**src/rtl/ttl_sync_pkg.sv**
```systemverilog
// Shared types and default timing for the TTL latch strobe arbiter.
// Phase lengths are counted in clock cycles by a 4-bit down-counter.
package ttl_sync_pkg;

  typedef enum logic [2:0] {
    S_IDLE   = 3'd0,
    S_SETUP  = 3'd1,
    S_STROBE = 3'd2,
    S_HOLD   = 3'd3,
    S_ACK    = 3'd4
  } state_t;

  localparam int PHASE_W        = 4;
  localparam int DEF_SETUP_CYC  = 1;
  localparam int DEF_STROBE_CYC = 2;
  localparam int DEF_HOLD_CYC   = 1;

endpackage

```
**src/rtl/ttl_rr_arb.sv**
```systemverilog
// Combinational round-robin picker: first requesting port at or after Pointer,
// wrapping modulo PORTS.
module ttl_rr_arb #(
  parameter int PORTS = 4,
  parameter int IDW   = $clog2(PORTS)
) (
  input  logic [PORTS-1:0] Req,
  input  logic [IDW-1:0]   Pointer,
  output logic             grant_valid,
  output logic [IDW-1:0]   grant_id
);

  logic [IDW-1:0] idx;

  // Scan from the farthest offset down so the nearest requester wins last.
  always_comb begin
    grant_valid = 1'b0;
    grant_id    = '0;
    idx         = '0;
    for (int i = PORTS - 1; i >= 0; i--) begin
      idx = IDW'((int'(Pointer) + i) % PORTS);
      if (Req[idx]) begin
        grant_valid = 1'b1;
        grant_id    = idx;
      end
    end
  end

endmodule

```
**src/rtl/ttl_latch_strobe_arb.sv**
```systemverilog
// Arbitrates PORTS writers onto one shared data bus and strobes the granted
// port's latch enable with programmable setup / strobe / hold phases.
module ttl_latch_strobe_arb
  import ttl_sync_pkg::*;
#(
  parameter int BLOCKS     = 8,
  parameter int PORTS      = 4,
  parameter int SETUP_CYC  = DEF_SETUP_CYC,
  parameter int STROBE_CYC = DEF_STROBE_CYC,
  parameter int HOLD_CYC   = DEF_HOLD_CYC,
  parameter int IDW        = $clog2(PORTS)
) (
  input  logic                    Clk,
  input  logic                    Rst,
  input  logic [PORTS-1:0]        Req,
  input  logic [PORTS*BLOCKS-1:0] D_in,
  output logic [PORTS-1:0]        Ack,
  output logic [BLOCKS-1:0]       D_out,
  output logic [PORTS-1:0]        Cen,
  output logic                    Busy,
  output logic [IDW-1:0]          Grant_id,
  output state_t                  Dbg_state
);

  // Handshake: Req[p] is a level held by the requester until it sees the
  // one-cycle Ack[p] pulse; the transaction completes even if Req drops early.

  state_t               state, state_nx;
  logic [PHASE_W-1:0]   phase, phase_nx;
  logic [IDW-1:0]       ptr;
  logic [IDW-1:0]       arb_id;
  logic                 arb_valid;
  logic [PORTS-1:0]     port_sel;

  ttl_rr_arb #(.PORTS(PORTS), .IDW(IDW)) u_rr_arb (
    .Req         (Req),
    .Pointer     (ptr),
    .grant_valid (arb_valid),
    .grant_id    (arb_id)
  );

  assign port_sel  = PORTS'(1) << Grant_id;
  assign Busy      = (state != S_IDLE);
  assign Dbg_state = state;

  always_comb begin
    state_nx = state;
    case (state)
      S_IDLE:   if (arb_valid) state_nx = S_SETUP;
      S_SETUP:  if (phase == '0) state_nx = S_STROBE;
      S_STROBE: if (phase == '0) state_nx = S_HOLD;
      S_HOLD:   if (phase == '0) state_nx = S_ACK;
      S_ACK:    state_nx = S_IDLE;
      default:  state_nx = S_IDLE;
    endcase

    // Saturating count-down; reloaded with the phase length on every entry.
    phase_nx = (phase == '0) ? '0 : phase - PHASE_W'(1);
    if (state_nx != state) begin
      case (state_nx)
        S_SETUP:  phase_nx = PHASE_W'(SETUP_CYC - 1);
        S_STROBE: phase_nx = PHASE_W'(STROBE_CYC - 1);
        S_HOLD:   phase_nx = PHASE_W'(HOLD_CYC - 1);
        default:  phase_nx = '0;
      endcase
    end
  end

  always_ff @(posedge Clk) begin
    if (Rst) begin
      state    <= S_IDLE;
      phase    <= '0;
      ptr      <= '0;
      Grant_id <= '0;
      D_out    <= '0;
      Cen      <= '0;
      Ack      <= '0;
    end else begin
      state <= state_nx;
      phase <= phase_nx;
      if (state == S_IDLE && arb_valid) begin
        Grant_id <= arb_id;
        D_out    <= D_in[int'(arb_id)*BLOCKS +: BLOCKS];
        ptr      <= (arb_id == IDW'(PORTS - 1)) ? '0 : arb_id + IDW'(1);
      end else if (state == S_ACK) begin
        Grant_id <= '0;
      end
      // Enables and acks are registered so the latch clocks are glitch-free.
      Cen <= (state_nx == S_STROBE) ? port_sel : '0;
      Ack <= (state_nx == S_ACK)    ? port_sel : '0;
    end
  end

endmodule
```
**config.mk**
```make
export PLATFORM = sky130hd
export DESIGN_NAME = ttl_latch_strobe_arb
export DESIGN_NICKNAME = d
export VERILOG_FILES = /design/src/rtl/ttl_sync_pkg.sv /design/src/rtl/ttl_rr_arb.sv /design/src/rtl/ttl_latch_strobe_arb.sv
export SDC_FILE = /design/constraint.sdc
export NUM_CORES = 1
export LEC_CHECK = 0
export ABC_AREA = 1
export ABC_CLOCK_PERIOD_IN_PS = 5080
export CORE_MARGIN = 2
export CORE_UTILIZATION = 48
export CTS_CLUSTER_SIZE = 8
export DETAILED_ROUTE_END_ITERATION = 7
export GPL_TIMING_DRIVEN = 0
export PLACE_DENSITY = 0.92
export SLEW_MARGIN = 20
export SYNTH_ARGS = -nofsm -noshare
export SYNTH_HDL_FRONTEND = slang
export SYNTH_SLANG_ARGS = --single-unit
export TNS_END_PERCENT = 1
```
**constraint.sdc**
```tcl
create_clock -name Clk -period 5.08 [get_ports Clk]
set_input_delay 1.27 -clock Clk [delete_from_list [all_inputs] [get_ports Clk]]
set_output_delay 1.27 -clock Clk [all_outputs]
set_load 0.05 [all_outputs]
```
==> flow_summary.rst, run 1 <==
.. list-table::
   :header-rows: 1

   * - Metric
     - Value
   * - Root buffer cell
     - clkbuf_4
   * - Total design power
     - 1547 uW
   * - Sequential cell fraction of total power
     - 0.217
   * - Final setup violating endpoints
     - 0
   * - Period Utilization, post-route
     - 0.6011
   * - Insertion delay to the later sink of the worst-skew pair
     - 310 ps
   * - Routed length per placed instance
     - 10.66 um
   * - Die width
     - 63.41 um
   * - Transition at the pin with the smallest max-transition slack
     - 511.6 ps
   * - Number of flops mapped to enable cells by yosys
     - 0
   * - Drt total wl
     - 4049 um
   * - Yosys warns
     - 0
   * - Number of diodes
     - 0
   * - Most frequently used cell type in the post-synthesis netlist
     - inv_1
   * - Net Count, Synth
     - 311
   * - WP data arrival
     - 1780 ps
   * - First-pass iteration count of the detailed router
     - 4
   * - Hold Violations, Final
     - 0
   * - Sequential area share after synthesis
     - 0.3191
   * - Post-synthesis sequential element count
     - 27
   * - Resized Gates After CTS
     - 0
   * - Clock period minus worst slack
     - 3054 ps
   * - Compound-gate portion of the synthesized area
     - 0.04284
   * - Critical path required time
     - 3810 ps
   * - Count of cell types in the netlist
     - 28
   * - Library cell with the largest summed area after synthesis
     - dfxtp_1
   * - Clock Pin Slew Worst Setup and Hold Paths
     - 130 ps
   * - Comb pwr share
     - 0.727
   * - Power dissipated by switching net loads
     - 844.3 uW
   * - CP Launch Type
     - flip-flop
   * - Count of nets left with antenna violations after detail routing
     - 0
   * - Fin util
     - 0.7013
   * - Worst min-delay path class
     - reg2reg
   * - Internal portion of total power
     - 703.1 uW
   * - Final-layout setup total negative slack
     - 0 ps
   * - Area growth from synthesis to layout
     - 39.22%
   * - DRC
     - 0
   * - Final-report max-slew violation count
     - 0
   * - Number of standard cells in the final layout excluding fillers
     - 380
   * - Worst Clk Skew
     - 2.162 ps
   * - Crit. End Element
     - primary output
   * - TritonCTS clock tree
     - done
   * - Core Rows
     - 21
   * - Post-Syn Area
     - 0.001694 mm2
   * - Final weighted congestion of routability-driven global placement
     - 0.8572
   * - Number of setup buffers added after CTS
     - 0
   * - Pin count of the biggest net entering global routing
     - 15
   * - Starting density of the core
     - 0.5037
   * - Yosys top cell area share
     - 0.3191
   * - Multiplexer share of the synthesized area
     - 0
   * - Result of the run
     - finished clean
   * - Number of nets in the finished design
     - 374
   * - Quantity of hold-fixing buffers added after cts
     - 0
   * - Die extent in y
     - 63.41 um
   * - Port-buffer cells
     - 58
   * - Via-to-Cell Ratio
     - 4.834
   * - Final HPWL from detailed placement
     - 3245 um
   * - Placeable core region
     - 0.003363 mm2
   * - Setup repair after global routing missed its margin
     - no
   * - Violation count after the first detailed-routing iteration
     - 89
   * - Area share of xor/xnor cells in the synthesized design
     - 0.01034
   * - # clock sinks
     - 27
   * - First-pass GRT wire length
     - 7113 um
   * - Total routing resource utilization after global routing
     - 0.2151
   * - Top cells by instance count after synthesis
     - 61 x inv_1, 57 x nand2_1, 45 x nand3_1
   * - Clock network power share
     - 0.056
   * - Max cap viols
     - 0
   * - Clock H-tree levels
     - 1
   * - Asr flop ratio synth
     - 0
   * - Cell types with the largest area share after synthesis
     - dfxtp_1 32%, inv_1 14%, nand3_1 13%
   * - Leftover overflow at the end of global routing
     - 0
   * - Maximum ir drop on the vdd rail
     - 0.0003894 V
   * - Count of fill cells added during filler insertion
     - 321
   * - CTS max path bufs
     - 2
   * - Ratio of cells with drive above 1 in the final layout
     - 0.09581
   * - Die footprint
     - 0.004021 mm2
   * - Vias in the first global route
     - 1740
   * - Via count
     - 1837
   * - Leakage power summed over all cells
     - 0.001219 uW
   * - Final-layout worst hold slack
     - 559.6 ps
   * - I/O pin total
     - 60
   * - Worst Path Max Fanout
     - 8
   * - Simple-gate portion of the synthesized area
     - 0.4409
   * - Max frequency
     - 327.5 MHz
   * - Arithmetic-cell share of the synthesized area counting full adders, half adders and majority gates
     - 0.007386
   * - Dominant combinational cell family by area after synthesis
     - simple AND/OR/NAND/NOR gates
   * - Kind of critical path
     - reg2out
   * - Synthesized instance count
     - 272
   * - PwrDens
     - 656.1 mW/mm2
   * - Clock buffers created by TritonCTS
     - 3
   * - Post-Place Cells
     - 376
   * - Initial antenna violation count
     - 0
   * - Net switching share of the total power
     - 0.5456
   * - Slew margin rel.
     - 0.6579
   * - Top flip-flop cell by instance count after synthesis
     - dfxtp_1
   * - Synthesized area divided by synthesized cell count
     - 6.228 um2
-- placed cells by master, fill, tap and decap left out --
cell type / n
nand4_1: 1
a211oi_1: 1
o311ai_0: 2
a21oi_1: 4
o22ai_1: 1
o21ai_2: 1
inv_2: 2
o21ai_1: 1
nand3_1: 45
o211ai_1: 1
nand3_2: 1
nand2_4: 3
nand2_2: 16
nor3_1: 10
nand2_1: 57
nor2_1: 27
clkbuf_4: 3
clkdlybuf4s50_1: 58
inv_1: 61
buf_4: 1
clkbuf_1: 2
nor4_1: 1
inv_4: 1
buf_12: 1
clkbuf_8: 1
xnor2_1: 2
buf_6: 1
dfxtp_1: 27
ha_1: 1
buf_2: 1
-- power groups by stage --
stage | registers [uW] | clock network (uW) | logic, uW
after CTS | 335 | 90.2 | 1120
after global placement | 338 | 0 | 1090
after floorplan | 485 | 0 | 692
after detailed placement | 340 | 0 | 1120
after global routing | 345 | 101 | 1240
final | 336 | 87.0 | 1120
-- kinds of logic (layout without fill, tap and decap cells) --
group           Yosys count  count (layout)
simple gates            161             161
buf+inv                  70             132
flops                    27              27
compound gates           11              11
xor+xnor                  2               2
fa+ha+maj                 1               1
-- layer usage --
layer	vias up	GRT usage	part of all wire	wire, um
met5	-	0	0	0
met1	830	0.2434	0.43	1740
met4	0	0.02446	0.0035	14
met2	48	0.4092	0.51	2076
met3	2	0.05893	0.054	218
li1	957	-	-	-
-- worst max-delay path, stage by stage, from the launching register on --
cell             delay, ps
dfxtp_1                470
inv_1                  110
nand2_1                100
clkdlybuf4s50_1        800
-- registers in the layout (all words and copies together) (netlist names) --
| name | cells |
|---|---|
| D_out | 8 |
| Cen | 4 |
| phase | 4 |
| ptr | 2 |
| Ack | 4 |
| Grant_id | 2 |
| Dbg_state | 3 |
-- metrics by stage --
| stage | setup slack [ps] | cell area, um2 |
|---|---|---|
| after floorplan | 2581 | 1694 |
| after global placement | 1951 | 2332 |
| after detailed placement | 1925 | 2332 |
| after CTS | 2018 | 2359 |
| after global routing | 1898 | 2359 |
| final | 2026 | 2359 |
-- cell type report --
cell class / count / area [um2] / share of cell area
plain buffers: 6 / 61.31 / 0.02599
clock buffers: 4 / 26.28 / 0.01114
inverters: 64 / 242.7 / 0.1029
multi-input cells: 175 / 849.6 / 0.3602
flip-flops and latches: 27 / 540.5 / 0.2292
well taps: 46 / 57.56 / 0.02440
repair buffers: 58 / 580.6 / 0.2462
-- final timing paths --
kind | from | cells past startpoint | endpoint | slack [ps]
max | Dbg_state[0]$_SDFF_PP0_ | 3 | Busy | 2030
min | Grant_id[0]$_SDFFE_PP0P_ | 1 | Ack[0]$_SDFF_PP0_ | 560
max reg2reg | ptr[0]$_SDFFE_PP0P_ | 14 | D_out[1]$_SDFFE_PP0P_ | 3090
min reg2reg | Grant_id[0]$_SDFFE_PP0P_ | 1 | Ack[0]$_SDFF_PP0_ | 560
No activity file was read; power rests on OpenSTA's default activity.
==> run 2: changes to the inputs <==
--- a/config.mk
+++ b/config.mk
@@ -6,13 +6,13 @@
 export NUM_CORES = 1
 export LEC_CHECK = 0
 export ABC_AREA = 1
-export ABC_CLOCK_PERIOD_IN_PS = 5080
+export ABC_CLOCK_PERIOD_IN_PS = 2600
 export CORE_MARGIN = 2
-export CORE_UTILIZATION = 48
+export CORE_UTILIZATION = 41
 export CTS_CLUSTER_SIZE = 8
 export DETAILED_ROUTE_END_ITERATION = 7
 export GPL_TIMING_DRIVEN = 0
-export PLACE_DENSITY = 0.92
+export PLACE_DENSITY = 0.84
 export SLEW_MARGIN = 20
 export SYNTH_ARGS = -nofsm -noshare
 export SYNTH_HDL_FRONTEND = slang
==> constraint.sdc (replaced) <==
create_clock -name Clk -period 2.6 [get_ports Clk]
set_input_delay 0.65 -clock Clk [delete_from_list [all_inputs] [get_ports Clk]]
set_output_delay 0.65 -clock Clk [all_outputs]
set_load 0.05 [all_outputs]
==> run 2 against run 1 <==
Critical path depth unchanged. Sequential power up 94%. Non-clock buffer count unchanged. Worst setup slack worse by 1800 ps. Count of clock-buffer cells in the layout unchanged. Clock power rose to 2.7 times the previous value. Sequential share of layout area down 0.23 points. Wire length down 1.3%. Power up 98%. Flip-flop and latch count unchanged. Global-route usage down 2.8 points. Critical endpoint unchanged. Largest cell class unchanged. Highest routed layer unchanged.
==> flow_summary.rst, run 2 (synthesized netlist as in run 1, its figures left out) <==
.. list-table::
   :header-rows: 1

   * - Metric
     - Value
   * - Result of the run
     - finished clean
   * - Kind of critical path
     - reg2out
   * - Initial antenna violation count
     - 0 (unchanged)
   * - Commonest non-fill, non-tap cells in the layout
     - 61 x inv_1, 58 x clkdlybuf4s50_1, 57 x nand2_1, 45 x nand3_1
   * - WP data arrival
     - 1750 ps (-30 ps)
   * - First-pass GRT wire length
     - 6748 um (-5.1%)
   * - Drt total wl
     - 3995 um (-1.3%)
   * - Max cap viols
     - 0 (unchanged)
   * - Total routing resource utilization after global routing
     - 0.1868 (-0.02828)
   * - Maximum ir drop on the vdd rail
     - 0.0006308 V (+62%)
   * - Count of fill cells added during filler insertion
     - 381 (+19%)
   * - Max frequency
     - 415.9 MHz
   * - Crit. End Element
     - primary output
   * - CTS max path bufs
     - 2 (unchanged)
   * - Die footprint
     - 0.004662 mm2 (+16%)
   * - Clock buffers created by TritonCTS
     - 3 (unchanged)
   * - # clock sinks
     - 27 (unchanged)
   * - Count of nets left with antenna violations after detail routing
     - 0 (unchanged)
   * - Routed length per placed instance
     - 10.40 um (-2.4%)
   * - Period Utilization, post-route
     - 0.9248
   * - Starting density of the core
     - 0.4235 (-0.08020)
   * - Resized Gates After CTS
     - 0 (unchanged)
   * - Transition at the pin with the smallest max-transition slack
     - 525.2 ps (+13.62 ps)
   * - Ratio of cells with drive above 1 in the final layout
     - 0.09581 (unchanged)
   * - Die width
     - 68.28 um (+7.7%)
   * - Worst Clk Skew
     - 2.249 ps (+0.08682 ps)
   * - Max reg flops
     - 8 (unchanged)
   * - Final-layout setup total negative slack
     - 0 ps (unchanged)
   * - Clock Pin Slew Worst Setup and Hold Paths
     - 90 ps (-40 ps)
   * - Slowest stage delay, CP
     - 810 ps (about the same)
   * - Final weighted congestion of routability-driven global placement
     - 0.8823 (+2.9%)
   * - Quantity of hold-fixing buffers added after cts
     - 0 (unchanged)
   * - Worst min-delay path class
     - reg2reg
   * - Area growth from synthesis to layout
     - 40.62%
   * - TritonCTS clock tree
     - done
   * - Clock period minus worst slack
     - 2405 ps
   * - Die extent in y
     - 68.28 um (+7.7%)
   * - Leakage power summed over all cells
     - 0.001227 uW (+0.64%)
   * - Worst Path Max Fanout
     - 8 (unchanged)
   * - Total design power
     - 3068 uW (+98%)
   * - Via count
     - 1813 (-1.3%)
   * - Insertion delay to the later sink of the worst-skew pair
     - 270 ps (-40 ps)
   * - Hold Violations, Final
     - 0 (unchanged)
   * - Port-buffer cells
     - 58 (unchanged)
   * - CP Launch Type
     - flip-flop
   * - Most common cell after layout, fill and taps aside
     - inv_1
   * - Final HPWL from detailed placement
     - 3160 um (-2.6%)
   * - Cell breakdown of the critical path
     - inv_1 > nand2_1 > clkdlybuf4s50_1
   * - Number of diodes
     - 0 (unchanged)
   * - Critical path required time
     - 1950 ps (-1860 ps)
   * - Worst path slowest cell
     - clkdlybuf4s50_1
   * - Vias in the first global route
     - 1721 (-1.1%)
   * - Placeable core region
     - 0.004000 mm2 (+19%)
   * - Register containing the most flip-flops in the final layout
     - D_out
   * - Number of setup buffers added after CTS
     - 0 (unchanged)
   * - First-pass iteration count of the detailed router
     - 5 (+1)
   * - PwrDens
     - 1288 mW/mm2 (+96%)
   * - Number of nets in the finished design
     - 374 (unchanged)
   * - Final-layout worst hold slack
     - 545.2 ps (-14.45 ps)
   * - Final-report max-slew violation count
     - 0 (unchanged)
   * - Core Rows
     - 23 (+9.5%)
   * - Via-to-Cell Ratio
     - 4.721 (-2.3%)
   * - I/O pin total
     - 60 (unchanged)
   * - Leftover overflow at the end of global routing
     - 0 (unchanged)
   * - Slew margin rel.
     - 0.6488 (-0.009109)
   * - Pin count of the biggest net entering global routing
     - 15 (unchanged)
   * - Clock H-tree levels
     - 1 (unchanged)
   * - Root buffer cell
     - clkbuf_8
   * - DRC
     - 0 (unchanged)
   * - Setup repair after global routing missed its margin
     - no
   * - Final setup violating endpoints
     - 0 (unchanged)
   * - Violation count after the first detailed-routing iteration
     - 108 (+21%)
[run 2: cell counts in the layout (fill, tap and decap cells not counted)]
Identical to the previous run, type by type.
[run 2: worst paths after layout]
kind	from	slack [ps]	depth (start not counted)	endpoint
max	Dbg_state[0]$_SDFF_PP0_	200	3	Busy
min	phase[0]$_SDFF_PP0_	550	3	phase[0]$_SDFF_PP0_
max reg2reg	ptr[0]$_SDFFE_PP0P_	700	14	D_out[5]$_SDFFE_PP0P_
min reg2reg	phase[0]$_SDFF_PP0_	550	3	phase[0]$_SDFF_PP0_
[run 2: layer usage]
metal	wire length [um]	vias up	track usage
met4	29	0	0.03750
met3	171	4	0.03289
met2	2015	44	0.3604
met1	1777	810	0.2120
li1	-	955	-
met5	0	-	0
[run 2: layout make-up]
type                            instances  area, um2  share of cell area
Tap cell                               50      62.56             0.02626
Sequential cell                        27      540.5              0.2269
Multi-Input combinational cell        175      849.6              0.3566
Buffer                                  6      61.31             0.02574
Timing Repair Buffer                   58      580.6              0.2437
Clock buffer                            4      45.04             0.01891
Inverter                               64      242.7              0.1019
[run 2: worst max-delay path, delay by kind of cell, from the launching register on]
kind | cells | cell delay, ps
buf+inv | 2 | 920
flops | 1 | 460
simple gates | 1 | 100
[run 2: power breakdown]
part	switching [uW]	internal [uW]
sequential	115	538
combinational	1400	777
clock	123	110
[run 2: through the flow]
step,setup WS (ps),utilization,cell area (um2),std cells
floorplan,620.5,-,1694,272
global placement,113.6,0.5843,2337,380
detailed placement,98.59,0.5843,2337,380
CTS,190.3,0.5956,2382,384
global route,143.1,0.5956,2382,384
finish,195.4,0.5956,2382,384
==> run 3: changes to the inputs <==
--- a/config.mk
+++ b/config.mk
@@ -8,11 +8,12 @@
 export ABC_AREA = 1
 export ABC_CLOCK_PERIOD_IN_PS = 2600
 export CORE_MARGIN = 2
-export CORE_UTILIZATION = 41
+export CORE_UTILIZATION = 53
 export CTS_CLUSTER_SIZE = 8
 export DETAILED_ROUTE_END_ITERATION = 7
+export DONT_BUFFER_PORTS = 1
 export GPL_TIMING_DRIVEN = 0
-export PLACE_DENSITY = 0.84
+export PLACE_DENSITY = 0.78
 export SLEW_MARGIN = 20
 export SYNTH_ARGS = -nofsm -noshare
 export SYNTH_HDL_FRONTEND = slang
==> run 3 against run 2 <==
Count of clock-buffer cells in the layout fell by 1. Clock skew is 6.4 ps higher. Non-clock buffer count down 58. Wire length fell by 11%. Via count decreased by 11%. Clock power shrank 20%. Cell count is 17% lower. Utilization is 1.3 points lower. Die area shrank 21%. Flip-flop and latch count unchanged. Global-route usage rose by 1.9 points. Critical endpoint unchanged. Largest cell class unchanged. Highest routed layer unchanged.
==> flow_summary.rst, run 3 (synthesized netlist as in run 1, its figures left out) <==
.. list-table::
   :header-rows: 1

   * - Metric
     - Value
   * - Final-layout setup total negative slack
     - 0 ps (unchanged)
   * - Die extent in y
     - 60.54 um (-11%)
   * - Via-to-Cell Ratio
     - 5.019 (+6.3%)
   * - Clock buffers created by TritonCTS
     - 3 (unchanged)
   * - Area growth from synthesis to layout
     - 5.022%
   * - PwrDens
     - 1562 mW/mm2 (+21%)
   * - Drt total wl
     - 3565 um (-11%)
   * - Reg-to-reg critical path startpoint
     - Dbg_state[0]$_SDFF_PP0_
   * - Maximum ir drop on the vdd rail
     - 0.0008742 V (+39%)
   * - Hold Violations, Final
     - 0 (unchanged)
   * - Ratio of cells with drive above 1 in the final layout
     - 0.1196 (+0.02376)
   * - Kind of cell adding the most delay to the critical path
     - flip-flops
   * - Clock Pin Slew Worst Setup and Hold Paths
     - 150 ps (+60 ps)
   * - Slowest stage delay, CP
     - 790 ps (-20 ps)
   * - Crit. End Element
     - primary output
   * - Starting density of the core
     - 0.5549 (+0.1314)
   * - Kind of critical path
     - reg2out
   * - Placeable core region
     - 0.003053 mm2 (-24%)
   * - Number of cells on the worst reg-to-reg path
     - 8 (-6)
   * - Register containing the most flip-flops in the final layout
     - D_out
   * - Worst reg2reg setup slack
     - 340 ps (-360 ps)
   * - RR Endpoint
     - phase[1]$_SDFF_PP0_
   * - TritonCTS clock tree
     - done
   * - Max reg flops
     - 8 (unchanged)
   * - Clock H-tree levels
     - 1 (unchanged)
   * - Commonest non-fill, non-tap cells in the layout
     - 61 x inv_1, 57 x nand2_1, 45 x nand3_1, 27 x dfxtp_1, 27 x nor2_1
   * - Most common cell after layout, fill and taps aside
     - inv_1
   * - Leftover overflow at the end of global routing
     - 0 (unchanged)
   * - CTS max path bufs
     - 2 (unchanged)
   * - Sink of the worst hold path
     - phase[3]$_SDFF_PP0_
   * - Die footprint
     - 0.003664 mm2 (-21%)
   * - I/O pin total
     - 60 (unchanged)
   * - Routed length per placed instance
     - 11.14 um (+7.1%)
   * - Quantity of hold-fixing buffers added after cts
     - 0 (unchanged)
   * - Min-Delay Path Depth
     - 2 (-1)
   * - Critical path required time
     - 1950 ps (about the same)
   * - First-pass iteration count of the detailed router
     - 4 (-1)
   * - First-pass GRT wire length
     - 5823 um (-14%)
   * - DRC
     - 0 (unchanged)
   * - Worst min-delay path class
     - reg2reg
   * - Number of diodes
     - 0 (unchanged)
   * - Cell breakdown of the critical path
     - inv_1 > nand2_1
   * - Vias in the first global route
     - 1383 (-20%)
   * - WP data arrival
     - 1740 ps (about the same)
   * - Root buffer cell
     - clkbuf_4
   * - Initial antenna violation count
     - 0 (unchanged)
   * - Launch instance of the worst min-delay path
     - phase[3]$_SDFF_PP0_
   * - # clock sinks
     - 27 (unchanged)
   * - Insertion delay to the later sink of the worst-skew pair
     - 340 ps (+70 ps)
   * - Final setup violating endpoints
     - 0 (unchanged)
   * - Result of the run
     - finished clean
   * - Final HPWL from detailed placement
     - 2749 um (-13%)
   * - Slew margin rel.
     - 0.5466 (-0.1022)
   * - Total routing resource utilization after global routing
     - 0.2055 (+0.01864)
   * - Max cap viols
     - 0 (unchanged)
   * - Violation count after the first detailed-routing iteration
     - 91 (-16%)
   * - Max frequency
     - 417.6 MHz (+0.42%)
   * - Period Utilization, post-route
     - 0.9210 (-0.003878)
   * - Worst path slowest cell
     - dfxtp_1
   * - Worst Path Max Fanout
     - 8 (unchanged)
   * - Die width
     - 60.54 um (-11%)
   * - Core Rows
     - 20 (-13%)
   * - Transition at the pin with the smallest max-transition slack
     - 679.2 ps (+154.0 ps)
   * - Fin util
     - 0.5828 (-0.01277)
   * - Final-report max-slew violation count
     - 0 (unchanged)
   * - Pin count of the biggest net entering global routing
     - 17 (+2)
   * - Resized Gates After CTS
     - 0 (unchanged)
   * - Final weighted congestion of routability-driven global placement
     - 0.9365 (+6.1%)
   * - Count of nets left with antenna violations after detail routing
     - 0 (unchanged)
   * - Worst Clk Skew
     - 8.636 ps (+6.387 ps)
   * - Via count
     - 1606 (-11%)
   * - Number of setup buffers added after CTS
     - 0 (unchanged)
   * - Clock period minus worst slack
     - 2395 ps (-10.08 ps)
   * - Number of nets in the finished design
     - 316 (-16%)
   * - Setup repair after global routing missed its margin
     - no
   * - CP Launch Type
     - flip-flop
   * - Leakage power summed over all cells
     - 0.0009990 uW (-19%)
   * - Port-buffer cells
     - 0 (-100%)
   * - Worst path bufs/invs
     - 1 (-1)
-- run 3: power breakdown --
part	internal [uW]	switching, uW	total [uW]
combinational	573	1050	1620
sequential	536	438	974
clock	59.0	128	187
-- run 3: cell type report --
| cell class | instances | area [um2] |
|---|---|---|
| fill | 310 | 1274 |
| multi-input combinational | 175 | 849.6 |
| sequential | 27 | 540.5 |
| inverter | 64 | 242.7 |
| buffer | 6 | 61.31 |
| tap | 44 | 55.05 |
| clock buffer | 3 | 22.52 |
| clock inverter | 1 | 7.507 |
-- run 3: metrics by stage --
step           worst slack (ps)  cell area (um2)  power, uW  hold slack, ps  cells
5_1_grt                   119.1             1779       3056           584.9    320
2_1_floorplan             620.5             1694       2301           500.7    272
6_report                  205.5             1779       2780           556.8    320
4_1_cts                   204.5             1779       2788           558.0    320
3_5_place_dp              379.9             1749       2603           524.5    316
3_3_place_gp              420.2             1749       2561           521.3    316
-- run 3: worst max-delay path by stage --
stage | start | endpoint | slack, ps | cells past startpoint
after floorplan | Dbg_state[0]$_SDFF_PP0_ | D_out[5]$_SDFFE_PP0P_ | 620 | 10
after global placement | Dbg_state[0]$_SDFF_PP0_ | phase[1]$_SDFF_PP0_ | 420 | 8
after detailed placement | Dbg_state[0]$_SDFF_PP0_ | phase[2]$_SDFF_PP0_ | 380 | 8
after CTS | Dbg_state[0]$_SDFF_PP0_ | Busy | 200 | 2
after global routing | Dbg_state[0]$_SDFF_PP0_ | Busy | 120 | 2
final | Dbg_state[0]$_SDFF_PP0_ | Busy | 210 | 2
-- run 3: layer usage --
metal,part of all wire,vias up,track usage
met5,0,-,0
met2,0.47,61,0.3463
met3,0.089,2,0.07463
li1,-,840,-
met1,0.44,703,0.2604
met4,0.0039,0,0.02795
-- run 3: tightest hold or removal path, delay by kind of cell, from the launching register on --
family                    cells  cell delay (ps)
xor gates and xnor gates      1              120
DFF                           1              370
and+or+nand+nor               1               40
